## src/rtl/mipi_csi2_raw_pack_pkg.sv

```systemverilog
`default_nettype none
// ============================================================================
//  Module   : mipi_csi2_pkg
//  Purpose  : Shared types, codes and CRC-16 helper for the CSI-2 pixel path.
//  Revision : 1.0  initial release
// ============================================================================
package mipi_csi2_pkg;

    localparam logic [5:0]  DT_RAW8  = 6'h2A;
    localparam logic [5:0]  DT_RAW10 = 6'h2B;

    localparam logic [15:0] CRC_POLY = 16'h8408;
    localparam logic [15:0] CRC_SEED = 16'hFFFF;

    localparam logic [1:0]  ST_IDLE  = 2'd0;
    localparam logic [1:0]  ST_PIX   = 2'd1;
    localparam logic [1:0]  ST_PAD   = 2'd2;
    localparam logic [1:0]  ST_LSB   = 2'd3;

    typedef struct packed {
        logic [7:0] data;
        logic       sol;
        logic       eol;
    } byte_t;

    // Reflected CRC-16, one byte shifted in LSB first.
    function automatic logic [15:0] crc16_byte(input logic [15:0] crc_in,
                                               input logic [7:0]  data);
        logic [15:0] c;
        c = crc_in ^ {8'h00, data};
        for (int i = 0; i < 8; i++) begin
            c = c[0] ? ((c >> 1) ^ CRC_POLY) : (c >> 1);
        end
        return c;
    endfunction

endpackage
`default_nettype wire

```

## src/rtl/mipi_csi2_raw_pack_if.sv

```systemverilog
`default_nettype none
// ============================================================================
//  Module   : mipi_csi2_raw_pack_if
//  Purpose  : Valid/ready stream with line markers (pixel or byte side).
//  Revision : 1.0  initial release
// ============================================================================
interface mipi_csi2_raw_pack_if #(
    parameter int W = 8
);
    logic         valid;
    logic         ready;
    logic [W-1:0] data;
    logic         sol;
    logic         eol;

    modport master (output valid, data, sol, eol, input ready);
    modport slave  (input valid, data, sol, eol, output ready);
endinterface
`default_nettype wire

```

## src/rtl/mipi_csi2_raw_pack_crc16.sv

```systemverilog
`default_nettype none
// ============================================================================
//  Module   : mipi_csi2_crc16
//  Purpose  : Byte-wide CRC-16 (0x8408 reflected) with seed-on-init.
//  Revision : 1.0  initial release
// ============================================================================
module mipi_csi2_crc16
    import mipi_csi2_pkg::*;
#(
    parameter logic [15:0] INIT = CRC_SEED
) (
    input  wire logic        pixclk,
    input  wire logic        reset,
    input  wire logic        crc_init_i,
    input  wire logic        crc_en_i,
    input  wire logic [7:0]  data_i,
    output logic      [15:0] crc_o
);

    logic [15:0] crc_q;
    logic [15:0] crc_d;

    // Init folds the seed into the same cycle as the first byte.
    always_comb begin
        crc_d = crc_q;
        if (crc_en_i) begin
            crc_d = crc16_byte(crc_init_i ? INIT : crc_q, data_i);
        end
    end

    always_ff @(posedge pixclk) begin
        if (reset) begin
            crc_q <= INIT;
        end else begin
            crc_q <= crc_d;
        end
    end

    assign crc_o = crc_q;

endmodule
`default_nettype wire

```

## src/rtl/mipi_csi2_raw_pack.sv

```systemverilog
`default_nettype none
// ============================================================================
//  Module   : mipi_csi2_raw_pack
//  Purpose  : RAW8/RAW10 pixel stream to CSI-2 payload bytes with line CRC.
//  Revision : 1.0  initial release
// ============================================================================
module mipi_csi2_raw_pack
    import mipi_csi2_pkg::*;
#(
    parameter int          PIX_WIDTH = 10,
    parameter logic [15:0] CRC_INIT  = CRC_SEED
) (
    input  wire logic               pixclk,
    input  wire logic               reset,
    input  wire logic               enable,
    input  wire logic [3:0]         pixel_width,
    mipi_csi2_raw_pack_if.slave     pix_s,
    mipi_csi2_raw_pack_if.master    byte_m,
    output logic                    line_done,
    output logic      [15:0]        line_byte_cnt,
    output logic      [15:0]        line_crc,
    output logic                    err_sync,
    output logic                    err_width
);

    localparam logic [3:0] PW_RAW8  = 4'd8;
    localparam logic [3:0] PW_RAW10 = 4'd10;

    logic [1:0]           state_q, state_d;
    logic [1:0]           grp_q, grp_d;
    logic [7:0]           lsb_q, lsb_d;
    logic                 raw10_q, raw10_d;
    logic                 eol_pend_q, eol_pend_d;
    logic                 err_width_q, err_width_d;
    logic                 err_sync_q, err_sync_d;
    byte_t                obuf_q, obuf_d;
    logic                 ovalid_q, ovalid_d;
    logic                 line_done_q;
    logic [15:0]          cnt_q, cnt_d;
    logic [15:0]          line_cnt_q, line_crc_q;
    logic [15:0]          w_crc;

    logic [PIX_WIDTH-1:0] w_pix;
    logic                 w_slot_free, w_in_ready, w_accept, w_width_ok;
    logic                 w_start, w_take, w_raw10_cur, w_hs;
    logic [1:0]           w_grp_cur;

    assign w_pix       = pix_s.data;
    assign w_slot_free = !ovalid_q || byte_m.ready;
    assign w_in_ready  = !reset && enable && !err_width_q && w_slot_free
                         && (state_q == ST_IDLE || state_q == ST_PIX);
    assign w_accept    = pix_s.valid && w_in_ready;
    assign w_width_ok  = (pixel_width == PW_RAW8) || (pixel_width == PW_RAW10);
    assign w_start     = w_accept && pix_s.sol;
    // A pixel produces a byte if it opens a line with a legal width or continues one.
    assign w_take      = w_accept && (pix_s.sol ? w_width_ok : (state_q == ST_PIX));
    assign w_raw10_cur = w_start ? (pixel_width == PW_RAW10) : raw10_q;
    assign w_grp_cur   = w_start ? 2'd0 : grp_q;
    assign w_hs        = ovalid_q && byte_m.ready;

    always_ff @(posedge pixclk) begin
        if (reset) begin
            state_q    <= ST_IDLE;
            grp_q      <= 2'd0;
            lsb_q      <= 8'h00;
            raw10_q    <= 1'b0;
            eol_pend_q <= 1'b0;
        end else begin
            state_q    <= state_d;
            grp_q      <= grp_d;
            lsb_q      <= lsb_d;
            raw10_q    <= raw10_d;
            eol_pend_q <= eol_pend_d;
        end
    end

    always_comb begin
        state_d    = state_q;
        grp_d      = grp_q;
        lsb_d      = lsb_q;
        raw10_d    = raw10_q;
        eol_pend_d = eol_pend_q;
        if (w_start && !w_width_ok) begin
            state_d = ST_IDLE;
        end else if (w_take) begin
            raw10_d = w_raw10_cur;
            if (!w_raw10_cur) begin
                state_d    = pix_s.eol ? ST_IDLE : ST_PIX;
                grp_d      = 2'd0;
                eol_pend_d = 1'b0;
            end else begin
                // Slot 0 clears the group so padded slots contribute zero bits.
                case (w_grp_cur)
                    2'd0:    lsb_d      = {6'b000000, w_pix[1:0]};
                    2'd1:    lsb_d[3:2] = w_pix[1:0];
                    2'd2:    lsb_d[5:4] = w_pix[1:0];
                    default: lsb_d[7:6] = w_pix[1:0];
                endcase
                eol_pend_d = pix_s.eol;
                if (w_grp_cur == 2'd3) begin
                    state_d = ST_LSB;
                end else begin
                    state_d = pix_s.eol ? ST_PAD : ST_PIX;
                    grp_d   = w_grp_cur + 2'd1;
                end
            end
        end else if (state_q == ST_PAD && w_slot_free) begin
            if (grp_q == 2'd3) begin
                state_d = ST_LSB;
            end else begin
                grp_d = grp_q + 2'd1;
            end
        end else if (state_q == ST_LSB && w_slot_free) begin
            state_d = eol_pend_q ? ST_IDLE : ST_PIX;
            grp_d   = 2'd0;
        end
    end

    always_comb begin
        obuf_d      = obuf_q;
        ovalid_d    = ovalid_q;
        err_sync_d  = w_accept && (pix_s.sol ? (state_q != ST_IDLE) : (state_q == ST_IDLE));
        err_width_d = err_width_q || (w_start && !w_width_ok);
        cnt_d       = cnt_q;
        if (w_slot_free) begin
            ovalid_d = 1'b0;
            obuf_d   = '0;
            if (w_take) begin
                ovalid_d    = 1'b1;
                obuf_d.data = w_raw10_cur ? w_pix[9:2] : w_pix[7:0];
                obuf_d.sol  = pix_s.sol;
                obuf_d.eol  = !w_raw10_cur && pix_s.eol;
            end else if (state_q == ST_PAD) begin
                ovalid_d = 1'b1;
            end else if (state_q == ST_LSB) begin
                ovalid_d    = 1'b1;
                obuf_d.data = lsb_q;
                obuf_d.eol  = eol_pend_q;
            end
        end
        if (w_hs) begin
            cnt_d = obuf_q.sol ? 16'd1 : cnt_q + 16'd1;
        end
    end

    always_ff @(posedge pixclk) begin
        if (reset) begin
            obuf_q      <= '0;
            ovalid_q    <= 1'b0;
            err_sync_q  <= 1'b0;
            err_width_q <= 1'b0;
            cnt_q       <= 16'd0;
            line_done_q <= 1'b0;
            line_cnt_q  <= 16'd0;
            line_crc_q  <= 16'd0;
        end else begin
            obuf_q      <= obuf_d;
            ovalid_q    <= ovalid_d;
            err_sync_q  <= err_sync_d;
            err_width_q <= err_width_d;
            cnt_q       <= cnt_d;
            line_done_q <= w_hs && obuf_q.eol;
            // Running totals already include the eol byte during the line_done cycle.
            if (line_done_q) begin
                line_cnt_q <= cnt_q;
                line_crc_q <= w_crc;
            end
        end
    end

    mipi_csi2_crc16 #(
        .INIT       (CRC_INIT)
    ) u_crc (
        .pixclk     (pixclk),
        .reset      (reset),
        .crc_init_i (obuf_q.sol),
        .crc_en_i   (w_hs),
        .data_i     (obuf_q.data),
        .crc_o      (w_crc)
    );

    assign pix_s.ready   = w_in_ready;
    assign byte_m.valid  = ovalid_q;
    assign byte_m.data   = obuf_q.data;
    assign byte_m.sol    = obuf_q.sol;
    assign byte_m.eol    = obuf_q.eol;
    assign line_done     = line_done_q;
    assign line_byte_cnt = line_cnt_q;
    assign line_crc      = line_crc_q;
    assign err_sync      = err_sync_q;
    assign err_width     = err_width_q;

endmodule
`default_nettype wire

```

## src/flat_wrapper.sv

```systemverilog
// flat-port wrapper written by rule: the top's interface ports become plain ports
module mipi_csi2_raw_pack_flat import mipi_csi2_pkg::*;
#(
    parameter int          PIX_WIDTH = 10,
    parameter logic [15:0] CRC_INIT  = CRC_SEED
)
  (pixclk, reset, enable, pixel_width, line_done, line_byte_cnt, line_crc, err_sync, err_width, pix_s_valid, pix_s_data, pix_s_sol, pix_s_eol, pix_s_ready, byte_m_valid, byte_m_data, byte_m_sol, byte_m_eol, byte_m_ready);
  mipi_csi2_raw_pack_if #(.W(10)) pix_s_i ();
  mipi_csi2_raw_pack_if #(.W(8)) byte_m_i ();
  input  wire logic pixclk;
  input  wire logic reset;
  input  wire logic enable;
  input  wire logic [3:0] pixel_width;
  output logic line_done;
  output logic      [15:0] line_byte_cnt;
  output logic      [15:0] line_crc;
  output logic err_sync;
  output logic err_width;
  input wire logic [$bits(pix_s_i.valid)-1:0] pix_s_valid;
  input wire logic [$bits(pix_s_i.data)-1:0] pix_s_data;
  input wire logic [$bits(pix_s_i.sol)-1:0] pix_s_sol;
  input wire logic [$bits(pix_s_i.eol)-1:0] pix_s_eol;
  output wire logic [$bits(pix_s_i.ready)-1:0] pix_s_ready;
  output wire logic [$bits(byte_m_i.valid)-1:0] byte_m_valid;
  output wire logic [$bits(byte_m_i.data)-1:0] byte_m_data;
  output wire logic [$bits(byte_m_i.sol)-1:0] byte_m_sol;
  output wire logic [$bits(byte_m_i.eol)-1:0] byte_m_eol;
  input wire logic [$bits(byte_m_i.ready)-1:0] byte_m_ready;
  assign pix_s_i.valid = pix_s_valid;
  assign pix_s_i.data = pix_s_data;
  assign pix_s_i.sol = pix_s_sol;
  assign pix_s_i.eol = pix_s_eol;
  assign pix_s_ready = pix_s_i.ready;
  assign byte_m_valid = byte_m_i.valid;
  assign byte_m_data = byte_m_i.data;
  assign byte_m_sol = byte_m_i.sol;
  assign byte_m_eol = byte_m_i.eol;
  assign byte_m_i.ready = byte_m_ready;
  mipi_csi2_raw_pack #(.PIX_WIDTH(PIX_WIDTH), .CRC_INIT(CRC_INIT)) u_core (.pixclk(pixclk), .reset(reset), .enable(enable), .pixel_width(pixel_width), .pix_s(pix_s_i), .byte_m(byte_m_i), .line_done(line_done), .line_byte_cnt(line_byte_cnt), .line_crc(line_crc), .err_sync(err_sync), .err_width(err_width));
endmodule
```

## config.mk

```make
export PLATFORM = sky130hd
export DESIGN_NAME = mipi_csi2_raw_pack_flat
export DESIGN_NICKNAME = d
export VERILOG_FILES = /design/src/rtl/mipi_csi2_raw_pack_pkg.sv /design/src/rtl/mipi_csi2_raw_pack_if.sv /design/src/rtl/mipi_csi2_raw_pack_crc16.sv /design/src/rtl/mipi_csi2_raw_pack.sv /design/src/flat_wrapper.sv
export SDC_FILE = /design/constraint.sdc
export NUM_CORES = 1
export LEC_CHECK = 0
export ABC_CLOCK_PERIOD_IN_PS = 5500
export CORE_MARGIN = 2
export CORE_UTILIZATION = 45
export CTS_CLUSTER_DIAMETER = 40
export DETAILED_ROUTE_END_ITERATION = 7
export GPL_TIMING_DRIVEN = 1
export PLACE_DENSITY = 0.75
export SYNTH_ARGS = -nofsm -noshare
export SYNTH_HDL_FRONTEND = slang
export SYNTH_SLANG_ARGS = --single-unit
```

## constraint.sdc

```tcl
create_clock -name pixclk -period 5.5 [get_ports pixclk]
set_input_delay 0.55 -clock pixclk [delete_from_list [all_inputs] [get_ports pixclk]]
set_output_delay 0.55 -clock pixclk [all_outputs]
set_load 0.05 [all_outputs]
```

==> results by group, run 1 <==
Clock tree
  – Worst-Skew Late Latency: 0.36 ns
  – Number of setup buffers added after CTS: 0
  – Clk buf depth: 2
  – CTS root buf: clkbuf_8
  – Clk sinks: 92
  – Post_cts resized: 0
  – Cts hold-fix bufs: 0
  – CTS H-Tree Depth: 3
  – Total CTS buffers: 9
  – Clk pin slew, worst setup/hold paths: 0.09 ns
  – TritonCTS clock tree: done

Final layout
  – Non-filler cells, final: 640
  – Most common cell after layout, fill and taps aside: dfxtp_1
  – Final nets: 551
  – Area grow syn2layout: 21.4%
  – Layout cells sized above 1: 4.91%
  – Final instance area: 0.00508 mm^2
  – Commonest non-fill, non-tap cells in the layout: dfxtp_1, nor2_1, clkdlybuf4s50_1
  – N_diodes: 0
  – Fillers: 822

Outcome
  – Status: completed

Setup path
  – Worst R2R Path Depth: 7
  – Crit Path Max Fanout: 33
  – Crit path to: line_done
  – Crit path max-delay family: flip-flops
  – Cell Chain, Critical Path: clkdlybuf4s50_1
  – RR Endpoint: u_core.lsb_q[7]
  – Worst flop-to-flop path startpoint: u_core.byte_m.valid
  – Critical Path Stages: 1
  – WP buf/inv: 1
  – CP Capture Type: primary output
  – CP required: 4.95 ns
  – Crit path kind: reg2out
  – Critical Path Source: u_core.line_done
  – CP max-delay cell: dfxtp_2
  – Critical path launch point type: flop
  – Crit path DAT: 2.33 ns
  – Worst stage delay on the critical path: 1.01 ns
  – R2R setup slack: 3.21 ns

Global route
  – All-layer global routing usage: 19.5%
  – GRT overflow: 0
  – Global-route wire length before repair: 15.5 mm
  – Vias in the first global route: 3079
  – Initial antenna violation count: 0
  – Largest net degree at the start of global routing: 64

Timing
  – Final setup viols: 0
  – Slew HR: 29.5%
  – Period minus WS final: 2.88 ns
  – Final hold slack: 0.487 ns
  – Worst-margin pin slew: 1.06 ns
  – Ratio of final minimum period to clock period: 52.3%
  – Fmax achieved: 348 MHz
  – Setup TNS: 0 ns
  – Clk_skew: 0.0138 ns
  – Final Max Tran Viols: 0
  – RSZ-0062 raised after global routing: no
  – Fin. Hold Viols: 0

Die
  – DIE AREA: 0.0101 mm^2
  – IO Count: 68
  – Core box area: 0.00911 mm^2
  – Die Y: 100 um
  – Die Span X: 100 um
  – Initial Utilization: 45.9%
  – Row count: 35

Synthesis
  – Register area share after synthesis: 44.0%
  – Fraction of registers with async set/reset: 0%
  – Post-Syn Nets: 498
  – Netlist cell types: 47
  – Post-Synthesis Cell Area: 0.00418 mm^2
  – EDFF count, synth: 0
  – Top_reg_cell synth: dfxtp_1
  – Yosys warnings: 0
  – Post-Syn Instances: 471
  – Mapped Avg Cell Area: 8.88 um^2
  – Flops & latches, synth: 92

Pwr
  – Leak Pwr: 1.82 nW
  – Total Power: 1.15 mW
  – PwrDens: 227 mW/mm^2
  – Worst VDD drop: 0.000146 V

Routing
  – Vias: 3480
  – Average routed wire per standard cell: 15.0 um
  – Detail Route Antenna Nets: 0
  – Drt total wl: 9.60 mm
  – DRC violations left: 0
  – TritonRoute pass-1 iters: 4
  – DR iter-0 viols: 142
  – Via/cell ratio: 5.44

Job
  – MaxCap Viol Count: 0

Placement
  – Area after DPL: 0.00489 mm^2
  – # placed instances: 624
  – PortBufs: 67
  – Placer Congestion: 0.891
  – Detail Placement HPWL: 6.81 mm

Hold path
  – HP Start: u_core.lsb_q[2]
  – Hold WC Path Type: reg2reg
## per-layer routing
metal | up-vias | wire [um] | global-route usage (%)
met1 | 1651 | 4470 | 26.7
met5 | - | 0 | 0
li1 | 1730 | - | -
met4 | 0 | 174 | 6.95
met3 | 12 | 455 | 4.46
met2 | 87 | 4500 | 30.2
## stage by stage
stage	worst slack (ns)	util [%]
after floorplan	2.80	-
after global placement	2.55	53.7
after detailed placement	2.45	53.7
after CTS	2.58	55.8
after global routing	2.53	55.8
final	2.62	55.8
## logic make-up after synthesis
logic type	after synthesis	share of synthesized area, %
AOI/OAI and AO/OA	86	13.0
xor gates and xnor gates	37	7.75
adders and majority gates	6	1.79
buffers and inverters	36	3.44
DFF	92	44.0
muxes	47	11.6
and+or+nand+nor	167	18.4
## final cells by class
type	instances	area, um^2	share of cell area (%)
multi-input combinational	343	2200	43.3
tap	111	139	2.73
timing repair buffer	69	681	13.4
inverter	9	33.8	0.665
clock buffer	10	138	2.71
sequential	92	1840	36.3
clock inverter	6	48.8	0.961
## Yosys cell counts (2+ instances only)
master | count | share of area [%]
nor4_1 | 2 | 0.30
ha_1 | 6 | 1.8
or3_1 | 3 | 0.45
nand3_1 | 9 | 1.1
o211ai_1 | 10 | 1.8
nor2b_1 | 5 | 0.75
and3_1 | 2 | 0.30
dfxtp_1 | 92 | 44
and2_1 | 3 | 0.45
mux2i_1 | 45 | 11
buf_1 | 8 | 0.72
o21ai_0 | 18 | 2.2
nor2_1 | 83 | 7.4
a21oi_1 | 33 | 3.9
clkbuf_1 | 17 | 1.5
a211oi_1 | 2 | 0.36
nand2_1 | 36 | 3.2
a21o_1 | 7 | 1.3
a22oi_1 | 6 | 1.1
xnor2_1 | 29 | 6.1
inv_1 | 9 | 0.81
nand2b_1 | 2 | 0.30
nand4_1 | 7 | 1.0
xor2_1 | 8 | 1.7
nor3_1 | 7 | 0.84
## sequential cells by signal (all words and copies together) (netlist names), 2 cells and up
register,flops
u_core.cnt_q,16
u_core.line_byte_cnt,16
u_core.line_crc,16
u_core.u_crc.crc_o,16
u_core.byte_m.data,8
u_core.lsb_q,8
u_core.grp_q,2
u_core.state_q,2
## power by group
group	internal [mW]	switching (mW)	leakage (nW)
Combinational	0.0231	0.0310	0.988
Sequential	0.667	0.00134	0.742
Clock	0.181	0.248	0.0904
Total	0.870	0.280	1.82
## worst min-delay path by stage
stage	to	cells past startpoint	slack, ns
floorplan	u_core.lsb_q[2]	2	0.45
global placement	u_core.lsb_q[3]	2	0.47
detailed placement	u_core.lsb_q[3]	2	0.47
CTS	u_core.lsb_q[4]	2	0.49
global route	u_core.u_crc.crc_o[15]	2	0.52
finish	u_core.lsb_q[2]	2	0.49
Note: power is estimated with default switching activity, not from simulation.
==> run 2, diff against run 1 <==
- ABC_CLOCK_PERIOD_IN_PS: 5500 -> 2630
- PLACE_DENSITY: 0.75 -> 0.78
- clock period: 5.5 -> 2.63 ns (I/O delays scaled with it)
==> results by group, run 2 (same netlist as run 1, synthesis figures left out) <==
Outcome
  – Status: completed

Hold path
  – Hold WC Path Type: in2reg

Pwr
  – Sequential group share of total power: 55.6%
  – Internal: 1.92 mW
  – Clock group share of total power: 39.8%
  – NetSw: 0.596 mW
  – Leak Pwr: 1.89 nW
  – Comb power frac: 4.7%
  – PwrDens: 485 mW/mm^2
  – Net Sw Frac: 23.7%
  – Total Power: 2.52 mW
  – Worst VDD drop: 0.000215 V

Final layout
  – N_diodes: 0
  – Layout cells sized above 1: 7.21%
  – Final instance area: 0.00519 mm^2
  – Final nets: 563
  – Area grow syn2layout: 24.1%
  – Fillers: 819
  – Most common cell after layout, fill and taps aside: dfxtp_1
  – Commonest non-fill, non-tap cells in the layout: dfxtp_1, nor2_1, clkdlybuf4s50_1

Clock tree
  – Post_cts resized: 0
  – Worst-Skew Late Latency: 0.36 ns
  – Clk pin slew, worst setup/hold paths: 0.10 ns
  – Cts hold-fix bufs: 0
  – Number of setup buffers added after CTS: 0
  – CTS root buf: clkbuf_8
  – CTS H-Tree Depth: 3
  – Total CTS buffers: 9
  – Clk sinks: 92
  – Clk buf depth: 2
  – TritonCTS clock tree: done

Setup path
  – Crit path DAT: 2.38 ns
  – CP required: 2.86 ns
  – Crit Path Max Fanout: 10
  – Crit path kind: reg2reg
  – Critical path launch point type: flop
  – CP Capture Type: flop

Placement
  – Place WS: 0.158 ns
  – Placer Congestion: 0.940
  – PortBufs: 67
  – Area after DPL: 0.00498 mm^2
  – Detail Placement HPWL: 7.45 mm

Routing
  – DR iter-0 viols: 160
  – Via/cell ratio: 5.52
  – Detail Route Antenna Nets: 0
  – DRC violations left: 0
  – Average routed wire per standard cell: 15.7 um
  – Drt total wl: 10.2 mm
  – TritonRoute pass-1 iters: 4
  – Vias: 3596

Timing
  – Fin. Hold Viols: 0
  – Final setup margin: 0.479 ns
  – Setup TNS: 0 ns
  – Clk_skew: 0.0120 ns
  – Final hold slack: 0.463 ns
  – RSZ-0062 raised after global routing: no
  – Ratio of final minimum period to clock period: 81.8%
  – Final setup viols: 0
  – Final Max Tran Viols: 0
  – Worst-margin pin slew: 0.634 ns
  – Period minus WS final: 2.15 ns
  – Slew HR: 57.7%
  – Fmax achieved: 465 MHz

Die
  – Initial Utilization: 45.9%
  – Core box area: 0.00911 mm^2
  – Die Span X: 100 um
  – DIE AREA: 0.0101 mm^2
  – IO Count: 68
  – Die Y: 100 um
  – Row count: 35

Global route
  – Largest net degree at the start of global routing: 62
  – Vias in the first global route: 3503
  – All-layer global routing usage: 21.1%
  – GRT overflow: 0
  – Initial antenna violation count: 0
  – Global-route wire length before repair: 16.9 mm

Job
  – MaxCap Viol Count: 0
==> run 2: changes by cell type in the layout (fill, tap and decap cells not counted), sizes merged <==
cell / before / now
buf: 3 / 16
bufinv: 0 / 1
clkdlybuf4s50: 66 / 65
clkinvlp: 2 / 1
==> run 2: power groups by stage <==
stage | Clock [mW] | Combinational (mW) | Sequential (mW)
after global placement | 0 | 0.116 | 1.43
final | 1.00 | 0.117 | 1.40
after global routing | 1.06 | 0.127 | 1.40
after CTS | 1.01 | 0.117 | 1.40
after floorplan | 0 | 0.0564 | 1.43
after detailed placement | 0 | 0.117 | 1.43
==> run 2: per-layer routing <==
layer	global-route usage [%]	up-vias	part of all wire (%)
li1	-	1755	-
met1	27.9	1698	45
met2	33.8	122	48
met3	3.48	21	5.4
met4	9.91	0	1.9
met5	0	-	0
==> run 2: path summary, 6_finish.rpt <==
path	cells after the start	end	slack, ns	from
min reg2reg	2	u_core.lsb_q[3]	0.50	u_core.lsb_q[3]
min	4	u_core.err_sync	0.46	reset
max reg2reg	7	u_core.lsb_q[6]	0.48	u_core.state_q[1]
max	7	u_core.lsb_q[6]	0.48	u_core.state_q[1]
==> run 2: through the flow <==
stage	utilization, %	instances
after floorplan	-	471
after global placement	54.7	636
after detailed placement	54.7	636
after CTS	57.0	652
after global routing	57.0	652
final	57.0	652
==> run 2: final cells by class <==
class                   instances  area, um^2  share of cell area (%)
multi-input cells             343        2200                    42.3
flip-flops and latches         92        1840                    35.5
repair buffers                 81         768                    14.8
well taps                     111         139                    2.68
clock buffers                  10         138                    2.65
clock inverters                 6        71.3                    1.37
inverters                       9        33.8                   0.651
==> run 2: critical path, cell delays in order (launching register included) <==
cell     delay [ns]
dfxtp_1        0.53
inv_1          0.23
nand4_4        0.15
nand2_1        0.14
ha_1           0.33
nor3_1         0.34
mux2i_1        0.25
nor2_1         0.05
==> run 3, diff against run 2 <==
- ABC_CLOCK_PERIOD_IN_PS: 2630 -> 1850
- clock period: 2.63 -> 1.85 ns (I/O delays scaled with it)
==> results by group, run 3 (same netlist as run 1, synthesis figures left out) <==
Outcome
  – Status: completed

Timing
  – Period minus WS final: 1.78 ns
  – Clk_skew: 0.0101 ns
  – Setup TNS: 0 ns
  – Final hold slack: 0.468 ns
  – Worst-margin pin slew: 0.670 ns
  – Fin. Hold Viols: 0
  – Final setup viols: 0
  – Final setup margin: 0.0665 ns
  – Final Max Tran Viols: 0
  – Ratio of final minimum period to clock period: 96.4%
  – Slew HR: 55.3%
  – Fmax achieved: 561 MHz
  – RSZ-0062 raised after global routing: yes

Placement
  – Area after DPL: 0.00525 mm^2
  – PortBufs: 67
  – Place WS: -0.284 ns
  – Detail Placement HPWL: 7.70 mm
  – Placer Congestion: 0.913

Global route
  – GRT overflow: 0
  – All-layer global routing usage: 20.9%
  – Initial antenna violation count: 0
  – Global-route wire length before repair: 17.0 mm
  – Largest net degree at the start of global routing: 62
  – Vias in the first global route: 3516

Final layout
  – Layout cells sized above 1: 14.4%
  – Final instance area: 0.00551 mm^2
  – Commonest non-fill, non-tap cells in the layout: dfxtp_1, nor2_1, clkdlybuf4s50_1
  – N_diodes: 0
  – Most common cell after layout, fill and taps aside: dfxtp_1
  – Final nets: 592
  – Area grow syn2layout: 31.8%

Pwr
  – Comb power frac: 5.2%
  – Sequential group share of total power: 56.8%
  – NetSw: 0.816 mW
  – Clock group share of total power: 38.0%
  – Net Sw Frac: 23.4%
  – Leak Pwr: 2.07 nW
  – Worst VDD drop: 0.000339 V
  – PwrDens: 633 mW/mm^2
  – Internal: 2.68 mW

Routing
  – DR iter-0 viols: 221
  – Drt total wl: 10.5 mm
  – Vias: 3700
  – Detail Route Antenna Nets: 0
  – Via/cell ratio: 5.43
  – DRC violations left: 0
  – TritonRoute pass-1 iters: 5
  – Average routed wire per standard cell: 15.4 um

Clock tree
  – CTS root buf: clkbuf_8
  – Clk buf depth: 2
  – Total CTS buffers: 9
  – CTS H-Tree Depth: 3
  – Clk pin slew, worst setup/hold paths: 0.09 ns
  – TritonCTS clock tree: done
  – Worst-Skew Late Latency: 0.35 ns
  – Clk sinks: 92

Setup path
  – CP required: 2.10 ns
  – Worst flop-to-flop path startpoint: u_core.err_width
  – Crit path kind: reg2reg
  – Crit Path Max Fanout: 4
  – R2R setup slack: 0.07 ns
  – RR Endpoint: u_core.grp_q[0]
  – Worst R2R Path Depth: 8
  – Crit path DAT: 2.03 ns
  – CP Capture Type: flop
  – Critical path launch point type: flop

Job
  – MaxCap Viol Count: 0

Die
  – Die Span X: 100 um
  – IO Count: 68
  – Initial Utilization: 45.9%
  – Row count: 35
  – DIE AREA: 0.0101 mm^2
  – Core box area: 0.00911 mm^2
  – Die Y: 100 um

Hold path
  – HP Start: reset
  – Hold path depth: 3
  – Hold endpoint: u_core.err_width
  – Hold WC Path Type: in2reg
[run 3: changes by cell type in the layout (fill, tap and decap cells not counted), sizes merged]
| cell | previous run | this run |
|---|---|---|
| buf | 16 | 47 |
| bufinv | 1 | 0 |
| dlymetal6s2s | 0 | 1 |
| clkinv | 3 | 2 |
| clkdlybuf4s50 | 65 | 62 |
| clkbuf | 10 | 12 |
[run 3: what timing repair did]
action | in CTS | in global routing
setup endpoints to repair | 1 | 11
pin swaps | 0 | 1
hold buffers | 0 | 0
setup buffers | 0 | 4
resized for setup | 1 | 6
[run 3: critical path: stages (launching register included)]
cell and delay, ns:
dfxtp_4 0.36, and4bb_4 0.33, nand4_4 0.16, nand2_4 0.15, inv_2 0.06, ha_4 0.17
nand2_2 0.07, o21bai_4 0.07, mux2_1 0.31
[run 3: area by class of cell]
| cell class | count | area (um^2) |
|---|---|---|
| clock inverter | 4 | 30.0 |
| clock buffer | 12 | 166 |
| multi-input combinational | 343 | 2260 |
| tap | 111 | 139 |
| fill | 780 | 3590 |
| sequential | 92 | 1850 |
| inverter | 9 | 33.8 |
| timing repair buffer | 110 | 1030 |
[run 3: metal layers]
layer / global-route usage, % / wire, um
met3: 4.60 / 542
met5: 0 / 0
met1: 27.0 / 4680
met2: 35.1 / 5130
met4: 6.32 / 148
[run 3: power by group through the flow]
stage          clock [mW]  sequential, mW  combinational (mW)
2_1_floorplan           0            2.04              0.0813
3_3_place_gp            0            2.03               0.176
3_5_place_dp            0            2.03               0.180
4_1_cts              1.36            1.98               0.180
5_1_grt              1.43            1.98               0.196
6_report             1.33            1.98               0.183
[run 3: stage by stage]
stage | power, mW | util, % | cells
finish | 3.49 | 60.5 | 681
global route | 3.61 | 60.5 | 681
CTS | 3.52 | 59.9 | 677
detailed placement | 2.21 | 57.7 | 661
global placement | 2.21 | 57.7 | 661
floorplan | 2.12 | - | 471
[run 3: how the worst max path moves through the flow]
stage | from | to | cells past startpoint
global placement | enable | u_core.lsb_q[6] | 8
detailed placement | enable | u_core.lsb_q[7] | 8
floorplan | u_core.err_width | u_core.grp_q[0] | 8
CTS | u_core.err_width | u_core.lsb_q[7] | 7
finish | u_core.err_width | u_core.grp_q[0] | 8
global route | u_core.err_width | u_core.lsb_q[7] | 7
